<file path="config.mk">
export PLATFORM = sky130hd
export DESIGN_NAME = loop_nest_ctrl
export DESIGN_NICKNAME = d
export VERILOG_FILES = /design/src/rtl/loop_nest_ctrl.sv
export SDC_FILE = /design/constraint.sdc
export NUM_CORES = 1
export LEC_CHECK = 0
export CELL_PAD_IN_SITES_DETAIL_PLACEMENT = 2
export CELL_PAD_IN_SITES_GLOBAL_PLACEMENT = 2
export CORE_MARGIN = 2
export CORE_UTILIZATION = 33
export CTS_CLUSTER_DIAMETER = 80
export CTS_CLUSTER_SIZE = 25
export DETAILED_ROUTE_END_ITERATION = 10
export PLACE_DENSITY_LB_ADDON = 0.1
export SLEW_MARGIN = 20
export SYNTH_ARGS = -nofsm -noshare
export SYNTH_HDL_FRONTEND = slang
export SYNTH_SLANG_ARGS = --single-unit
</file>
<file path="constraint.sdc">
create_clock -name clk -period 3.15 [get_ports clk]
set_input_delay 0.63 -clock clk [delete_from_list [all_inputs] [get_ports clk]]
set_output_delay 0.63 -clock clk [all_outputs]
set_load 0.01 [all_outputs]
</file>
<file path="src/rtl/loop_nest_ctrl.sv">
// Loop-nest iteration controller: walks a nest of up to NUM_LOOPS counters
// (loop 0 innermost) and presents one iteration tuple per handshake.
module loop_nest_ctrl #(
    parameter int NUM_LOOPS   = 8,
    parameter int LOOP_ITER_W = 16,
    parameter int LOOP_ID_W   = 5
) (
    input  logic                             clk,
    input  logic                             reset_n,
    input  logic                             cfg_loop_iter_v,
    input  logic [LOOP_ITER_W-1:0]           cfg_loop_iter,
    input  logic [LOOP_ID_W-1:0]             cfg_loop_iter_loop_id,
    input  logic                             start,
    input  logic                             abort,
    output logic                             busy,
    output logic                             done,
    output logic                             step_valid,
    input  logic                             step_ready,
    output logic [NUM_LOOPS*LOOP_ITER_W-1:0] step_iter,
    output logic [NUM_LOOPS-1:0]             step_first,
    output logic [NUM_LOOPS-1:0]             step_carry
);

    typedef enum logic [1:0] {
        ST_IDLE = 2'd0,
        ST_RUN  = 2'd1,
        ST_DONE = 2'd2
    } state_e;

    state_e                 state_q, state_d;
    logic [LOOP_ITER_W-1:0] cnt_q [NUM_LOOPS];
    logic [LOOP_ITER_W-1:0] cnt_d [NUM_LOOPS];
    logic [LOOP_ITER_W-1:0] max_q [NUM_LOOPS];
    logic [LOOP_ITER_W-1:0] max_d [NUM_LOOPS];
    logic [LOOP_ID_W-1:0]   top_q, top_d;

    logic [NUM_LOOPS-1:0]   active_s;
    logic [NUM_LOOPS-1:0]   at_max_s;
    logic [NUM_LOOPS-1:0]   at_zero_s;
    logic [NUM_LOOPS-1:0]   carry_s;
    logic [NUM_LOOPS-1:0]   first_s;
    logic [NUM_LOOPS-1:0]   top_sel_s;
    logic                   final_s;
    logic                   handshake_s;
    logic                   id_legal_s;
    logic                   cfg_we_s;

    // Per-loop status: loops above top_loop are masked so they never carry
    always_comb begin
        for (int i = 0; i < NUM_LOOPS; i++) begin
            active_s[i]  = (LOOP_ID_W'(i) <= top_q);
            top_sel_s[i] = (LOOP_ID_W'(i) == top_q);
            at_max_s[i]  = active_s[i] && (cnt_q[i] == max_q[i]);
            at_zero_s[i] = active_s[i] && (cnt_q[i] == '0);
        end
        carry_s[0] = at_max_s[0];
        first_s[0] = at_zero_s[0];
        for (int i = 1; i < NUM_LOOPS; i++) begin
            carry_s[i] = carry_s[i-1] & at_max_s[i];
            first_s[i] = first_s[i-1] & at_zero_s[i];
        end
    end

    assign final_s     = |(carry_s & top_sel_s);
    assign handshake_s = (state_q == ST_RUN) && step_ready;
    assign id_legal_s  = ({1'b0, cfg_loop_iter_loop_id} < (LOOP_ID_W+1)'(NUM_LOOPS));
    assign cfg_we_s    = cfg_loop_iter_v && (state_q == ST_IDLE) && id_legal_s;

    // Next-state logic: FSM, counter stepping and configuration writes
    always_comb begin
        state_d = state_q;
        cnt_d   = cnt_q;
        max_d   = max_q;
        top_d   = top_q;

        if (cfg_we_s) begin
            top_d = cfg_loop_iter_loop_id;
            for (int i = 0; i < NUM_LOOPS; i++) begin
                if (cfg_loop_iter_loop_id == LOOP_ID_W'(i)) begin
                    max_d[i] = cfg_loop_iter;
                end else begin
                    max_d[i] = max_q[i];
                end
            end
        end else begin
            top_d = top_q;
        end

        case (state_q)
            ST_IDLE: begin
                if (start) begin
                    state_d = ST_RUN;
                    for (int i = 0; i < NUM_LOOPS; i++) cnt_d[i] = '0;
                end else begin
                    state_d = ST_IDLE;
                end
            end
            ST_RUN: begin
                if (abort) begin
                    // abort wins over a same-cycle handshake and never reports done
                    state_d = ST_IDLE;
                    for (int i = 0; i < NUM_LOOPS; i++) cnt_d[i] = '0;
                end else if (handshake_s && final_s) begin
                    state_d = ST_DONE;
                    for (int i = 0; i < NUM_LOOPS; i++) cnt_d[i] = '0;
                end else if (handshake_s) begin
                    state_d  = ST_RUN;
                    cnt_d[0] = carry_s[0] ? '0 : cnt_q[0] + LOOP_ITER_W'(1);
                    for (int i = 1; i < NUM_LOOPS; i++) begin
                        if (carry_s[i]) begin
                            cnt_d[i] = '0;
                        end else if (carry_s[i-1]) begin
                            cnt_d[i] = cnt_q[i] + LOOP_ITER_W'(1);
                        end else begin
                            cnt_d[i] = cnt_q[i];
                        end
                    end
                end else begin
                    state_d = ST_RUN;
                end
            end
            ST_DONE: begin
                state_d = ST_IDLE;
            end
            default: begin
                state_d = ST_IDLE;
                for (int i = 0; i < NUM_LOOPS; i++) cnt_d[i] = '0;
            end
        endcase
    end

    // State, counter and configuration registers
    always_ff @(posedge clk or negedge reset_n) begin
        if (!reset_n) begin
            state_q <= ST_IDLE;
            top_q   <= '0;
            for (int i = 0; i < NUM_LOOPS; i++) begin
                cnt_q[i] <= '0;
                max_q[i] <= '0;
            end
        end else begin
            state_q <= state_d;
            top_q   <= top_d;
            for (int i = 0; i < NUM_LOOPS; i++) begin
                cnt_q[i] <= cnt_d[i];
                max_q[i] <= max_d[i];
            end
        end
    end

    assign busy       = (state_q != ST_IDLE);
    assign done       = (state_q == ST_DONE);
    assign step_valid = (state_q == ST_RUN);
    assign step_first = first_s & {NUM_LOOPS{step_valid}};
    assign step_carry = carry_s & {NUM_LOOPS{step_valid}};

    // Pack the counters into the flat tuple bus
    always_comb begin
        step_iter = '0;
        for (int i = 0; i < NUM_LOOPS; i++) begin
            step_iter[i*LOOP_ITER_W +: LOOP_ITER_W] = cnt_q[i];
        end
    end

endmodule

</file>
==> Yosys cells after proc, flatten, opt, wreduce, memory -nomap -nowiden <==
Index checks and enable logic that the tools add are counted.
{ "totals": {"register_bits": 263, "inputBits": 27, "output_inout_bits": 147, "wordCells": 159} }
{ "op_classes": {"n_addsub": 8, "magnitude_cmp": 9, "eq_ne": 33, "mux": 24, "bitwise_logic": 18, "n_reduce_logical": 49} }
{ "op_table": {"columns": ["cell", "n"], "rows": [
  ["128-bit 2-to-1 mux", 4],
  ["128-bit case mux with 3 select lines", 1],
  ["16-bit 2-to-1 mux", 15],
  ["16-bit by 1-bit adder with 16-bit output (second input constant)", 8],
  ["16-bit == test", 8],
  ["16-bit zero test", 8],
  ["5-bit by 2-bit inequality test with 1-bit output (second input constant)", 7],
  ["4-bit AND reduction", 7],
  ["8-bit bitwise AND", 3],
  ["3-bit by 5-bit == test with 1-bit output (first input constant)", 4],
  ["5-bit by 3-bit == test with 1-bit output (second input constant)", 4],
  ["3-bit by 5-bit less-or-equal comparator with 1-bit output (first input constant)", 4],
  ["1-bit logical AND", 20],
  ["2-bit AND reduction", 8],
  ["1-bit bitwise AND", 14],
  ["2-bit by 5-bit == test with 1-bit output (first input constant)", 2],
  ["5-bit by 2-bit == test with 1-bit output (second input constant)", 2],
  ["1-bit by 5-bit less-or-equal comparator with 1-bit output (first input constant)", 2],
  ["2-bit by 5-bit less-or-equal comparator with 1-bit output (first input constant)", 2],
  ["5-bit zero test", 2],
  ["8-bit OR reduction", 1],
  ["1-bit by 5-bit == test with 1-bit output (first input constant)", 1],
  ["5-bit by 1-bit == test with 1-bit output (second input constant)", 1],
  ["5-bit by 4-bit less-than comparator with 1-bit output (second input constant)", 1],
  ["11 further kinds", 12]
]} }

==> Logic depth before layout (Yosys ltp) <==
{ "logic_depth": {"depth_word": 15, "depth_mapped": 12, "mapped_depth_nobuf": 11} }

==> Worst setup path after synthesis <==
OpenSTA, ideal clock, no wires.
{ "synth_path": {"path_type": "register to output", "from": "register cnt_q (netlist bit step_iter[0])", "to": "output step_first[7]", "t_arrival_ns": 3.189, "required_time_ns": 2.520, "slack_ns": -0.669, "stages_incl_launch_ff": 12, "n_path_buf": 0, "cell_sequence": "dfrtp_1 > inv_1 > ha_1 > nor4b_1 > nand4_1 > nor3_1 > nand4_1 > or4_1 > nor4_1 > and3_1 > and4_1 > and4_1"} }
{ "synth_via": {"elab_chain_cells": 10} }
{ "synth_lines": {"columns": ["item", "line_no", "text"], "rows": [
  ["from (decl)", "31", "logic [LOOP_ITER_W-1:0] cnt_q [NUM_LOOPS];"],
  ["from (signal, indexed assignment)", "145", "cnt_q[i] <= cnt_d[i];"],
  ["16-bit zero test", "54", "at_zero_s[i] = active_s[i] && (cnt_q[i] == '0);"],
  ["1-bit logical AND", "54", null],
  ["1-bit bitwise AND (7 in series)", "60", "first_s[i] = first_s[i-1] & at_zero_s[i];"],
  ["8-bit bitwise AND", "154", "assign step_first = first_s & {NUM_LOOPS{step_valid}};"],
  ["to (decl)", "20", "output logic [NUM_LOOPS-1:0] step_first,"]
]} }
No other way between the ends.

==> Worst setup path after layout <==
Ends and elaborated chain as after synthesis.

==> flow_results.org <==
** Status
- Result of the run :: finished, violations left
- The final reports fail on setup timing.

** Power and ir drop
- The design draws 11100 uW.
- Power Density :: 498 nW/um^2
- LEAKAGE :: 0.0105 uW
- VDD sags by at most 425 uV.

** Drt
- 1st-iter DRT viols :: 966
- Routed wire per std cell :: 28.9 um
- The routed layout has 14775 vias.
- For this run, design rule violations remaining after detail routing come to 0.
- The count of nets left with antenna violations once routing finished came out at 0.
- Using the TritonRoute via totals, the vias-per-cell ratio works out to 5.72.
- The first detailed-routing pass ran for 7 iterations.
- Summed over all layers, the routed wires come to 74500 um.

** Setup path
- Setup CP Type :: flip-flop to output port
- Highest-delay cell along the critical path :: sky130_fd_sc_hd__or4_4
- Data required time at the worst endpoint :: 2.52 ns
- Reg2reg start :: step_iter[6]$_DFFE_PN0P_
- Tracing the worst setup path back leads to its startpoint at step_iter[0]$_DFFE_PN0P_.
- Walking the worst path, the cells encountered are inv_2, ha_4, nor4b_4, nand4_1, nor3_2, buf_4, nand4_1, or4_4, nor4_4, and3_4, and4_4, and4_4, buf_6.
- Crit path arrival time :: 3.63 ns
- Instance count on the critical path :: 13
- Worst setup path endpoint :: step_first[7]
- Crit path largest cell delay :: 0.52 ns
- STA classifies the critical path startpoint as a flip-flop.
- For flop-to-flop paths, the worst setup slack is -0.79 ns.
- Family with the most delay on the worst path :: simple AND/OR/NAND/NOR gates
- Worst reg-to-reg path cell count :: 22
- STA classifies the critical path endpoint as an output port.
- Counting both buffers and inverters, the worst setup path holds a total of 3.
- Terminus of the critical flop-to-flop path :: step_iter[113]$_DFFE_PN0P_
- In this run the worst path has a maximum fanout of 2.

** Min path
- Tightest Hold Check Type :: input port to async pin

** Synth
- In this run, synthesis produced a sequential element count of 263.
- Xor and xnor area share after synthesis :: 0.0817
- The compound-cell area share of the yosys netlist was 0.100.
- Among all flip-flop cells after synthesis, the most frequent one is sky130_fd_sc_hd__dfrtp_1.
- The netlist uses 63 different library cells.
- After synthesis, the share of cell area in mux cells is 0.104.
- Of the total synthesized cell area, the portion taken by AND, OR, NAND and NOR gates is 0.217.
- Synthesized area divided by synthesized cell count :: 9.82 um^2
- Async SR Flop Fraction :: 1.00
- Counting flops with a built-in enable in the synthesized netlist gives 0.
- Yosys warning total :: 0
- Dominant combinational cell family by area after synthesis :: simple AND/OR/NAND/NOR gates
- The cell count after synthesis came out at 1507.
- The cell area that synthesis handed to floorplanning was 14800 um^2.
- Post-synth net total :: 1550
- Of the total synthesized cell area, the portion taken by full adders, half adders and majority gates is 0.0135.
- For this run, the register share of the synthesized area comes to 0.445.

** Timing
- Worst clock skew on the final layout :: 0.0289 ns
- Share of the cycle needed by the critical path after routing :: 1.35
- The number of max-slew violations in the final report came to 0.
- Measured against its own limit, the worst slew margin works out to 0.277.
- Number of endpoints failing setup at the final stage :: 127
- Highest achievable clock rate :: 0.235 GHz
- For the pin with the worst max-slew slack, the measured transition is 1.08 ns.
- The final count of hold timing violations came to 0.
- After layout, the worst setup slack is -1.11 ns.
- Unrepaired setup endpoints after global routing :: true
- Post-layout min period :: 4.26 ns

** Die
- The floorplan has 77 rows.
- The die covers 46600 um^2.
- From bottom edge to top edge, the die measures 216 um.
- Initial Util :: 0.335
- I/O pin cnt :: 174
- The floorplan step defined a core boundary enclosing 44200 um^2.
- Die Span X :: 216 um

** Job
- Across the run, the number of max-cap violations was 0.

** CTS
- In this run the clock root is driven by a sky130_fd_sc_hd__clkbuf_16.
- Clock net sink count :: 263
- The later pin in the worst-skew pair is clocked with a latency of 0.56 ns.
- Clock transition at the registers of the reported paths :: 0.10 ns
- Clock tree from TritonCTS :: done
- Number of buffers added to fix hold violations after cts :: 0
- Maximum root-to-sink buffer count :: 3
- Number of buffers inserted during clock tree synthesis :: 20
- CTS H-tree depth :: 1

** Global route
- Wire length of the first global-routing pass :: 108000 um
- Initial antenna violation count :: 2
- Entering global routing, the biggest net connects 89 pins.
- Global routing usage summed across all routing layers :: 0.305
- For this run the aggregate overflow at the end of global routing stands at 0.
- Vias in the first global route :: 16458

** Finish
- Most frequent cells in the layout :: 260 x sky130_fd_sc_hd__dfrtp_1, 244 x sky130_fd_sc_hd__buf_4, 156 x sky130_fd_sc_hd__clkdlybuf4s50_1, 130 x sky130_fd_sc_hd__mux2_2, 127 x sky130_fd_sc_hd__xor2_1
- The area growth from synthesis to layout is 50.3%.
- The finished layout holds 2583 standard cells, fillers aside.
- Most frequent standard cell in the layout excluding fill and tap cells :: sky130_fd_sc_hd__dfrtp_1
- At the end of the flow, the number of nets in the layout was 2019.
- In the final layout, the share of cells above drive strength 1 is 0.362.

** Place
- Once placement completed, the tool counted placed cells totaling 2454.
- Buffers placed on the I/O ports in this run total 173.
- Routability Congestion :: 0.833
- Worst slack, placed :: -1.08 ns
- Sum of net half-perimeters after detailed placement :: 45100 um
[cell type report]
type,count,area [um^2]
fillers,4427,22000
multi-input cells,1098,8770
flip-flops and latches,263,6590
repair buffers,525,5160
well taps,592,741
clock buffers,22,529
inverters,68,260
clock inverters,14,205
diodes,1,2.50
[logic make-up (layout without fill, tap and decap cells)]
kind of cell	Yosys count	after routing
other	0	1
multiplexers	138	138
buffers and inverters	147	629
AND/OR/NAND/NOR	595	596
flip-flops	263	263
AO/OA/AOI/OAI	210	210
adder cells (fa/ha/maj)	16	16
XOR/XNOR	138	138
[state kept, by name (all words and copies together), names as in the netlist]
name       flops
step_iter    128
top_q          5
max_q        128
state_q        2
[how the worst min path moves through the flow]
stage	depth (start not counted)	to	slack, ns
3_3_place_gp	1	max_q[13]$_DFFE_PN0P_	0.51
3_5_place_dp	1	max_q[97]$_DFFE_PN0P_	0.51
2_1_floorplan	0	max_q[0]$_DFFE_PN0P_	0.33
4_1_cts	1	max_q[72]$_DFFE_PN0P_	0.13
6_report	1	step_iter[52]$_DFFE_PN0P_	0.10
5_1_grt	1	step_iter[52]$_DFFE_PN0P_	0.15
[synth_stat cells, drive strengths merged (9+ instances only)]
cell      n  area (um^2)
nor2b     9         56.3
and3     52          325
mux2    132         1490
buf      17         77.6
clkbuf   62          233
o211ai   40          300
o21ai    61          305
a221o    12          120
nor3     24          125
nand2b   15         93.8
or2      14         87.6
ha       16          200
a22o     26          228
a21oi    10         50.1
xor2    131         1150
or3      25          156
inv      68          255
nand4    35          225
a22oi    10         75.1
nor2     95          359
nand2   121          454
dfrtp   263         6580
o31ai    18          135
nand3    82          415
nand4b   19          166
nor4     73          490
[through the flow]
step / instance area [um^2] / util / setup TNS, ns / hold slack, ns
floorplan: 14900 / - / -0.165 / 0.334
global placement: 19200 / 0.434 / -16.30 / 0.507
detailed placement: 19200 / 0.434 / -24.31 / 0.515
CTS: 21600 / 0.488 / -53.84 / 0.131
global route: 22200 / 0.503 / -85.82 / 0.146
finish: 22300 / 0.503 / -73.94 / 0.104
[worst reg2reg max path, stage by stage, from the launching register on]
cell	delay, ns
sky130_fd_sc_hd__dfrtp_1	0.43
sky130_fd_sc_hd__buf_6	0.14
sky130_fd_sc_hd__buf_6	0.10
sky130_fd_sc_hd__buf_6	0.11
sky130_fd_sc_hd__xor2_2	0.15
sky130_fd_sc_hd__nor4_2	0.30
sky130_fd_sc_hd__buf_4	0.17
sky130_fd_sc_hd__nand4_4	0.11
sky130_fd_sc_hd__buf_6	0.16
sky130_fd_sc_hd__buf_6	0.12
sky130_fd_sc_hd__buf_12	0.13
sky130_fd_sc_hd__nor4_4	0.31
sky130_fd_sc_hd__buf_4	0.21
sky130_fd_sc_hd__nand3_4	0.12
sky130_fd_sc_hd__a211oi_4	0.24
sky130_fd_sc_hd__buf_4	0.17
sky130_fd_sc_hd__buf_6	0.09
sky130_fd_sc_hd__buf_6	0.09
sky130_fd_sc_hd__o21ai_4	0.09
sky130_fd_sc_hd__o31ai_4	0.11
sky130_fd_sc_hd__buf_6	0.19
sky130_fd_sc_hd__buf_12	0.15
sky130_fd_sc_hd__mux2i_1	0.19
[metal layers]
layer / up-vias / global-route usage / share of wire
li1: 6372 / - / -
met1: 7775 / 0.379 / 0.41
met2: 466 / 0.537 / 0.51
met3: 162 / 0.0371 / 0.042
met4: 0 / 0.120 / 0.044
met5: - / 0 / 0
[power by group]
group	internal [uW]	leakage [uW]	switching, uW
Combinational	1800	0.00654	2250
Sequential	3710	0.00359	278
Clock	1470	0.000358	1570
Total	6980	0.0105	4100
[what timing repair did]
item,4_1_cts,5_1_grt
cloned,12,2
pin swaps,120,46
setup endpoints to repair,122,143
setup buffers,58,42
resized for setup,337,106
Power figures use the tool's default switching activity.
